<file path="src/rtl/uart_rx_sipo_buf.sv">
// uart_rx_sipo_buf: serial-in/parallel-out deserialiser for the UART receive path.
//
// Takes one sampled bit per shift strobe from the RX bit-sampling FSM and assembles a
// DATA_W-bit word in the selected bit order. Each completed word moves into a one-entry
// holding register that the consumer drains with a valid/ready handshake. A word that
// completes while the holding register is full and not being popped is dropped, and the
// sticky overrun flag is raised.
//
// Optional feature macro: UART_SIPO_PARITY_EN
//   defined   - each frame is DATA_W data bits followed by one parity bit; parity_err is
//               registered with data_out (even parity when PARITY_ODD=0, odd when 1).
//   undefined - each frame is DATA_W bits and parity_err is tied to 0.
//
// Parameters:
//   DATA_W     data bits per frame (5..16)
//   LSB_FIRST  1: first received bit lands in bit 0; 0: first bit lands in bit DATA_W-1
//   PARITY_ODD parity sense when the parity feature is compiled in
//
// Ports:
//   clk          clock
//   rst          asynchronous, active-high reset
//   bit_in       sampled serial bit
//   shift_en     strobe: capture bit_in this cycle
//   frame_start  abort/restart: clears the shift register and bit counter (wins over shift_en)
//   out_ready    consumer accepts data_out this cycle
//   clr_ovr      clear the sticky overrun flag (a coincident new overrun wins)
//   data_out     holding-register word
//   out_valid    holding register is full
//   overrun      sticky: a completed word was dropped
//   parity_err   parity error for the word in data_out
//   bit_count    bits captured so far in the current frame

module uart_rx_sipo_buf #(
  parameter int unsigned DATA_W     = 8,
  parameter bit          LSB_FIRST  = 1'b1,
  parameter bit          PARITY_ODD = 1'b0
) (
  input  logic                          clk,
  input  logic                          rst,
  input  logic                          bit_in,
  input  logic                          shift_en,
  input  logic                          frame_start,
  input  logic                          out_ready,
  input  logic                          clr_ovr,
  output logic [DATA_W-1:0]             data_out,
  output logic                          out_valid,
  output logic                          overrun,
  output logic                          parity_err,
  output logic [$clog2(DATA_W+2)-1:0]   bit_count
);

  localparam int unsigned CntW = $clog2(DATA_W + 2);

`ifdef UART_SIPO_PARITY_EN
  localparam int unsigned FrameLen = DATA_W + 1;
`else
  localparam int unsigned FrameLen = DATA_W;
`endif

  localparam logic [CntW-1:0] LastIdx = CntW'(FrameLen - 1);

  // ---------------------------------------------------------------------------
  // State
  // ---------------------------------------------------------------------------
  logic [DATA_W-1:0] sreg_q, sreg_d;
  logic [CntW-1:0]   cnt_q, cnt_d;
  logic [DATA_W-1:0] data_q, data_d;
  logic              valid_q, valid_d;
  logic              ovr_q, ovr_d;

  // ---------------------------------------------------------------------------
  // Shift path
  // ---------------------------------------------------------------------------
  logic              accept;    // strobe that actually captures a bit
  logic              last;      // accepted strobe that completes the frame
  logic [DATA_W-1:0] shifted;   // sreg with bit_in shifted in
  logic [DATA_W-1:0] word;      // completed data word

  assign accept = shift_en & ~frame_start;
  assign last   = accept & (cnt_q == LastIdx);

  always_comb begin
    shifted = sreg_q;
    if (LSB_FIRST) begin
      shifted = {bit_in, sreg_q[DATA_W-1:1]};
    end else begin
      shifted = {sreg_q[DATA_W-2:0], bit_in};
    end
  end

`ifdef UART_SIPO_PARITY_EN
  // The final strobe carries the parity bit; the data word is already complete in sreg.
  assign word = sreg_q;
`else
  assign word = shifted;
`endif

  always_comb begin
    sreg_d = sreg_q;
    cnt_d  = cnt_q;
    if (frame_start) begin
      sreg_d = '0;
      cnt_d  = '0;
    end else if (shift_en) begin
`ifdef UART_SIPO_PARITY_EN
      // The parity bit is never shifted into the data register.
      sreg_d = last ? sreg_q : shifted;
`else
      sreg_d = shifted;
`endif
      cnt_d  = last ? '0 : cnt_q + CntW'(1);
    end
  end

  // ---------------------------------------------------------------------------
  // Holding register and handshake
  // ---------------------------------------------------------------------------
  logic load;   // completed word enters the holding register
  logic drop;   // completed word lost because the holding register is busy

  assign load = last & (~valid_q | out_ready);
  assign drop = last & valid_q & ~out_ready;

  always_comb begin
    data_d  = data_q;
    valid_d = valid_q;
    if (load) begin
      data_d  = word;
      valid_d = 1'b1;
    end else if (valid_q && out_ready) begin
      valid_d = 1'b0;
    end
  end

  // Set has priority over clear so a coincident drop is never hidden.
  assign ovr_d = drop | (ovr_q & ~clr_ovr);

  always_ff @(posedge clk or posedge rst) begin
    if (rst) begin
      sreg_q  <= '0;
      cnt_q   <= '0;
      data_q  <= '0;
      valid_q <= 1'b0;
      ovr_q   <= 1'b0;
    end else begin
      sreg_q  <= sreg_d;
      cnt_q   <= cnt_d;
      data_q  <= data_d;
      valid_q <= valid_d;
      ovr_q   <= ovr_d;
    end
  end

  // ---------------------------------------------------------------------------
  // Parity
  // ---------------------------------------------------------------------------
`ifdef UART_SIPO_PARITY_EN
  logic perr_q, perr_d;
  logic perr_calc;

  // bit_in is the parity bit on the completing strobe.
  assign perr_calc = (^{sreg_q, bit_in}) ^ PARITY_ODD;

  always_comb begin
    perr_d = perr_q;
    if (load) begin
      perr_d = perr_calc;
    end
  end

  always_ff @(posedge clk or posedge rst) begin
    if (rst) begin
      perr_q <= 1'b0;
    end else begin
      perr_q <= perr_d;
    end
  end

  assign parity_err = perr_q;
`else
  // Constant 0; PARITY_ODD is referenced only so the parameter is not reported unused.
  assign parity_err = PARITY_ODD & 1'b0;
`endif

  // ---------------------------------------------------------------------------
  // Outputs
  // ---------------------------------------------------------------------------
  assign data_out  = data_q;
  assign out_valid = valid_q;
  assign overrun   = ovr_q;
  assign bit_count = cnt_q;

endmodule

</file>
<file path="config.mk">
export PLATFORM = sky130hd
export DESIGN_NAME = uart_rx_sipo_buf
export DESIGN_NICKNAME = d
export VERILOG_FILES = /design/src/rtl/uart_rx_sipo_buf.sv
export SDC_FILE = /design/constraint.sdc
export NUM_CORES = 1
export LEC_CHECK = 0
export ABC_AREA = 1
export BUFFER_PORTS_ARGS = -buffer_cell sky130_fd_sc_hd__buf_2
export CORE_AREA = 2 2 52 54
export CTS_CLUSTER_SIZE = 24
export DETAILED_ROUTE_END_ITERATION = 6
export DIE_AREA = 0 0 54 56
export PLACE_DENSITY = 0.62
export SLEW_MARGIN = 20
export SYNTH_ARGS = -nofsm -noshare
export SYNTH_HDL_FRONTEND = slang
export SYNTH_SLANG_ARGS = --single-unit
</file>
<file path="constraint.sdc">
create_clock -name clk -period 1.2 [get_ports clk]
set_input_delay 0.06 -clock clk [delete_from_list [all_inputs] [get_ports clk]]
set_output_delay 0.06 -clock clk [all_outputs]
set_load 0.005 [all_outputs]
</file>
After elaboration in Yosys (flattened, before gate mapping)
Index checks and enable logic that the tools add are counted.
{"block": "op_classes", "n_addsub": 1, "n_eq_ne": 1, "muxes": 7, "n_bitwise": 12, "n_reduce_logical": 3}
{"op": "$mux W8", "n": 2}
{"op": "$mux W4", "n": 3}
{"op": "$and A1 B1 Y1", "n": 6}
{"op": "$add A4 B1 Y4 const B", "n": 1}
{"op": "$eq A4 B3 Y1 const B", "n": 1}
{"op": "$not A1 Y1", "n": 4}
{"op": "$reduce_bool A2 Y1", "n": 2}
{"op": "$mux W1", "n": 2}
{"op": "$or A1 B1 Y1", "n": 2}
{"op": "$logic_and A1 B1 Y1", "n": 1}
{"block": "word_totals", "register_bits": 22, "in_bits": 7, "out_inout_bits": 15, "word_cells": 29}

Depth between registers and ports, before layout
Gate-level depths: netlist of run 1.
{"block": "depth", "word_depth": 6, "mapped_depth": 6, "depth_no_buf": 6}

Least setup slack after synthesis of run 1
Ideal clock, no wire load.
{"block": "synth_timing", "path_type": "register to register", "from": "reg cnt_q[0], in the netlist bit_count[0]", "to": "reg ovr_q, in the netlist overrun", "setup_time_ns": 0.128, "arrival_time_ns": 1.034, "required_ns": 1.072, "path_slack_ns": 0.038, "path_stages_with_launch": 7, "path_buffers": 1, "synth_period_minus_slack_ns": 1.162, "path_cell_list": "dfrtp_1 ha_1 nand2_1 nor2_4 buf_6 nand2_2 o22ai_2"}
{"block": "synth_between", "elab_chain_cells": 5}
{"item": "start, declared", "line": "66", "source": "logic [CntW-1:0] cnt_q, cnt_d;"}
{"item": "start signal, assigned", "line": "147", "source": "cnt_q <= cnt_d;"}
{"item": "$eq A4 B3 Y1", "line": "80", "source": "assign last = accept & (cnt_q == LastIdx);"}
{"item": "$and A1 B1 Y1", "line": "80"}
{"item": "$and A1 B1 Y1 (2 in a row)", "line": "122", "source": "assign drop = last & valid_q & ~out_ready;"}
{"item": "$or A1 B1 Y1", "line": "136", "source": "assign ovr_d = drop | (ovr_q & ~clr_ovr);"}
{"item": "net ovr_d", "line": "69", "source": "logic ovr_q, ovr_d;"}
{"item": "end signal, assigned", "line": "150", "source": "ovr_q <= ovr_d;"}
{"item": "end, declared", "line": "69"}
The timed path passes the listed nets, and every way through them passes these cells.
A chain may end at the register's enable or synchronous reset.

Worst setup path in the final report of run 1
{"block": "layout_timing", "from": "reg cnt_q[1], in the netlist bit_count[1]", "to": "reg data_q[0], in the netlist data_out[0]"}
{"block": "layout_between", "elab_chain_cells": 3}
{"item": "$eq A4 B3 Y1", "line": "80"}
{"item": "$and A1 B1 Y1", "line": "80"}
{"item": "$and A1 B1 Y1", "line": "121", "source": "assign load = last & (~valid_q | out_ready);"}
{"item": "end signal, assigned", "line": "148", "source": "data_q <= data_d;"}
{"item": "end, declared", "line": "67", "source": "logic [DATA_W-1:0] data_q, data_d;"}
Every way passes these cells.

==> impl_metrics.ini, run 1 <==
[run_status]
status = finished clean

[finish]
antenna_cells = 0
area_delta_synth_final_pct = 28.72
post-route-util_pct = 49.33
fin_nets = 142
drive_gt1_share_pct = 36.84
instances_no_fill = 163

[critical_path]
r2r-start = bit_count[1]$_DFFE_PP0P_
path_max_fanout = 8
startpoint = bit_count[1]$_DFFE_PP0P_
worst_setup_path_start_kind = register
cp-end-kind = register
cp_data_arrival_time_ns = 1.37
critical_path_class = reg2reg
r2r_cells = 6
worstPathRequired_ns = 1.41

[clocking]
clk_latency_ns = 0.31
clock_sinks = 21
clockBufferDepth = 2
cts_buffers = 3
cts_max_level = 1
cts_tree = done
root_buffer = clkbuf_4
clk_pin_slew_ns = 0.11

[die]
dieHeight_um = 56
initial_core_util_pct = 38.32
pin_count = 22
die_area_um2 = 3024
core_area_um2 = 2432
floorplan.rows = 18
die_width_um = 54

[timing]
slew_violations = 0
rsz0062_at_grt = yes
fin_ws_ns = 0.03671
finalClockSkew_ns = 0.004249
fin_crit_sh_pct = 96.94
setup_viol = 0
max_freq_mhz = 859.6
hold_violations = 0
whs_ns = 0.07951
fin_crit_ns = 1.163

[power]
power.density_nw_per_um2 = 978.8
power.total_mw = 1.174
peakVddDrop_mv = 0.5502
p_leak_nw = 0.6377

[global_routing]
grt_first_pass_wirelength_um = 3049
grt_overflow_total = 0
grtUsageTotal_pct = 13.69
grt_pass1_vias = 726
grt_max_degree = 22
antenna_found_initial = 0

[synth]
ys_types = 23
ys_warn_count = 0
synthCells = 98
ys_ff_latch = 21
ys_seq_area_share_pct = 56.38
netlist_area_um2 = 932.1
avgSynthCellArea_um2 = 9.512
synth_nets = 106

[drt]
ant_nets = 0
routedWlPerCell_um = 11.21
remaining_drc_errors = 0
dr.first_iter.drc_count = 12
routed_wl_um = 1827
dr.pass1.iters = 4
routed_via_density = 4.748
via_count = 774

[place]
hpwlAfterDp_um = 1334
portBuffers = 20
pre_cts_ws_ns = 0.05627
dp_cells = 154
place.gp.congestion = 0.7181

[worst_hold_path]
hold_depth = 3
hold_class = in2reg
min-delay-start = shift_en

[flow_run]
maxCapViolations = 0
synth_stat cells (all sizes together):
cell    count  area (µm²)
nand2      27       106.4
dfrtp      21       525.5
inv        14       52.55
nand4       9       56.30
nand3       6       42.54
o22ai       6       43.79
nor2        4       32.53
buf         3       23.77
o21ai       3       15.01
a21oi       1       5.000
conb        1       3.750
ha          1       12.51
nor3        1       5.000
o21bai      1       7.510
final timing paths:
path                                                 end  slack, ns
max in group asynchronous          sreg_q[1]$_DFFE_PP0P_       0.68
worst max-delay path             data_out[0]$_DFFE_PP0P_       0.04
min in group asynchronous        data_out[1]$_DFFE_PP0P_       0.31
worst max register to register   data_out[0]$_DFFE_PP0P_       0.04
worst min-delay path            bit_count[2]$_DFFE_PP0P_       0.08
worst min register to register   data_out[0]$_DFFE_PP0P_       0.48
cells by family after synthesis:
group	count (synthesis)	synth area share (%)
AO/OA/AOI/OAI	11	7.650
adder cells (fa/ha/maj)	1	1.342
buffers and inverters	17	8.188
flip-flops	21	56.38
other	1	0.4023
AND/OR/NAND/NOR	47	26.04
cells in the final DEF (no fill, tap or decap):
master         synthesis  routed
inv_2                  5       5
inv_1                  9       9
nand2_2                2       4
buf_2                  1      20
o21bai_1               1       1
nor2_1                 1       1
a21oi_1                1       1
buf_6                  1       1
nand2_1               25      23
nand3_1                5       5
clkbuf_4               0       3
o21ai_1                2       2
nand4_1                9       9
nor2_2                 1       1
buf_4                  1       9
nand3_4                1       1
o22ai_2                1       1
nor2_4                 2       2
ha_2                   0       1
dfrtp_1               21      21
clkinv_2               0       1
nor3_1                 1       1
o22ai_1                5       5
conb_1                 1       1
dlygate4sd3_1          0       4
o21ai_0                1       1
metal layers:
layer	vias up	global-route usage, %	share of wire (%)
met4	0	7.500	1.8
met2	20	22.47	49
met1	356	16.30	46
met5	-	0	0
li1	394	-	-
met3	4	2.419	3.9
flip-flops by register name, indices dropped and copies added, names as in the netlist:
signal,cells
bit_count,4
data_out,8
out_valid,1
overrun,1
sreg_q,7
power breakdown:
part / switching [mW] / total [mW] / internal [mW]
clock network: 0.218 / 0.343 / 0.124
registers: 0.00670 / 0.724 / 0.717
logic: 0.0616 / 0.108 / 0.0463
stage by stage:
stage               area [µm²]  TNS [ns]
floorplan                932.1         0
global placement          1114         0
detailed placement        1114         0
CTS                       1181         0
global route              1200   -0.3641
finish                    1200         0
critical path: stages, from the launching register on:
cell	delay, ns
dfrtp_1	0.38
ha_2	0.20
nand2_2	0.06
nor2_4	0.15
nand3_4	0.13
nand2_1	0.10
nand2_1	0.05
final cells by class:
class                      instances  area, µm²
clock buffer                       3      22.52
clock inverter                     1      5.005
fill                             240       1232
inverter                          14      52.55
multi-input combinational         60      337.8
sequential                        21      525.5
tap                               30      37.54
timing repair buffer              34      219.0
repair_timing:
action,in CTS,in global routing
endpoints found under the hold margin,24,0
hold buffers,4,0
buffers inserted,0,1
setup endpoints to repair,0,10
gates resized for setup,0,4
Note: power is estimated with default switching activity, not from simulation.
==> run 2: changes to the inputs <==
--- a/config.mk
+++ b/config.mk
@@ -7,11 +7,11 @@
 export LEC_CHECK = 0
 export ABC_AREA = 1
 export BUFFER_PORTS_ARGS = -buffer_cell sky130_fd_sc_hd__buf_2
-export CORE_AREA = 2 2 52 54
+export CORE_AREA = 2 2 49 51
 export CTS_CLUSTER_SIZE = 24
 export DETAILED_ROUTE_END_ITERATION = 6
-export DIE_AREA = 0 0 54 56
-export PLACE_DENSITY = 0.62
+export DIE_AREA = 0 0 51 53
+export PLACE_DENSITY = 0.69
 export SLEW_MARGIN = 20
 export SYNTH_ARGS = -nofsm -noshare
 export SYNTH_HDL_FRONTEND = slang
==> impl_metrics.ini, run 2 (synthesized netlist as in run 1, its figures left out) <==
[run_status]
status = finished clean

[finish]
post-route-util_pct = 55.68
area_delta_synth_final_pct = 28.32
finish.instance_area_um2 = 1196
largest_reg_flops = 8
drive_gt1_share_pct = 38.64
multiInputGateArea_um2 = 347.8
layout_common_cells = nand2_1 (21), dfrtp_1 (21), buf_2 (20)
antenna_cells = 0
regArea_um2 = 525.5
fin_nets = 141
n_fill_cell = 197

[timing]
slew_violations = 0
max_freq_mhz = 869.4
finalClockSkew_ns = 0.005962
rsz0062_at_grt = yes
fin_crit_ns = 1.150
setup_viol = 0
hold_violations = 0
fin_crit_sh_pct = 95.85

[drt]
dr.first_iter.drc_count = 15
dr.pass1.iters = 4
routed_via_density = 4.856
wl_met2_um = 1009
highest_layer = met4
remaining_drc_errors = 0
ant_nets = 0
via_count = 777
wl_met3_um = 53
routed_wl_um = 1934
m1WireLength_um = 842
routedWlPerCell_um = 12.09

[die]
initial_core_util_pct = 43.39
die_area_um2 = 2703
dieHeight_um = 53
core_area_um2 = 2148
die_width_um = 51
pin_count = 22
floorplan.rows = 17

[power]
power.total_mw = 1.181
power.density_nw_per_um2 = 987.1
p_leak_nw = 0.6357
peakVddDrop_mv = 0.5400

[clocking]
cts_tree = done
clk_pin_slew_ns = 0.12
clock_sinks = 21
clockBufferDepth = 2
cts_max_level = 1
root_buffer = clkbuf_4
clk_latency_ns = 0.30
cts_buffers = 3

[critical_path]
reg2reg_slack_ns = 0.05
cpPeakStageDelay_ns = 0.40
critPathBufInv = 3
crit_chain = buf_4, buf_4, buf_2
cpMostUsedCell = buf_4
cp-end-kind = output pin
timing.rr.end = data_out[0]$_DFFE_PP0P_
endpoint = bit_count[0]
path_max_fanout = 5
r2r-start = bit_count[1]$_DFFE_PP0P_
startpoint = bit_count[0]$_DFFE_PP0P_
r2r_cells = 6
critPathTopFamily = flip-flops
critical_path_class = reg2out
cp_data_arrival_time_ns = 1.09
critPathSlowestCell = dfrtp_1
worstSetupPathDepth = 3
worstPathRequired_ns = 1.14
worst_setup_path_start_kind = register

[global_routing]
grtUsageTotal_pct = 15.74
grt_first_pass_wirelength_um = 3098
antenna_found_initial = 0
grt_pass1_vias = 739
grt_overflow_total = 0
grt_max_degree = 22

[worst_hold_path]
min-delay-start = shift_en
hold_class = in2reg

[place]
placed_area_um2 = 1096
hpwlAfterDp_um = 1372
portBuffers = 20
place.gp.congestion = 0.7644

[flow_run]
maxCapViolations = 0
run 2: cell types whose count changed in the layout (fill, tap and decap cells not counted), sizes merged:
| cell | previous run | this run |
|---|---|---|
| buf | 30 | 29 |
run 2: stage by stage:
step	hold WS (ns)	std cells	worst slack [ns]	setup TNS, ns
2_1_floorplan	0.03653	98	0.03781	0
3_3_place_gp	0.09347	150	0.04678	0
3_5_place_dp	0.1009	150	-0.001106	-0.001106
4_1_cts	0.01416	158	0.01285	0
5_1_grt	0.1314	160	-0.06621	-0.3222
6_report	0.1147	160	0.04984	0
run 2: final cells by class:
cell class | instances | area share (%)
sequential | 21 | 43.93
clock buffer | 3 | 1.883
clock inverter | 1 | 0.4184
timing repair buffer | 33 | 17.36
multi-input combinational | 60 | 29.08
inverter | 14 | 4.393
tap | 28 | 2.929
run 2: worst min path at each step:
stage	endpoint	slack [ns]	depth (start not counted)
2_1_floorplan	bit_count[0]$_DFFE_PP0P_	0.04	1
3_3_place_gp	bit_count[2]$_DFFE_PP0P_	0.09	3
3_5_place_dp	data_out[0]$_DFFE_PP0P_	0.10	3
4_1_cts	bit_count[2]$_DFFE_PP0P_	0.01	2
5_1_grt	bit_count[2]$_DFFE_PP0P_	0.13	3
6_report	bit_count[2]$_DFFE_PP0P_	0.11	3
run 2: routing by layer:
metal	global-route usage, %	up-vias
met5	0	-
met1	16.82	370
met3	1.977	2
met2	28.79	17
li1	-	388
met4	10.81	0
run 2: worst min-delay path: stages:
cell	delay [ns]
buf_2	0.13
a21oi_1	0.08
nor3_2	0.10
run 2: repair_timing:
item | in CTS | in global routing
endpoints found under the setup margin | 1 | 11
hold buffers | 3 | 1
gates cloned | 0 | 0
gates resized for setup | 0 | 6
pin swaps | 0 | 1
buffers inserted | 1 | 1
hold endpoints to repair | 23 | 1
run 2: where the power goes:
group | switching (mW) | leakage, nW | internal, mW
Combinational | 0.0653 | 0.327 | 0.0488
Clock | 0.219 | 0.0177 | 0.124
Sequential | 0.00668 | 0.291 | 0.717
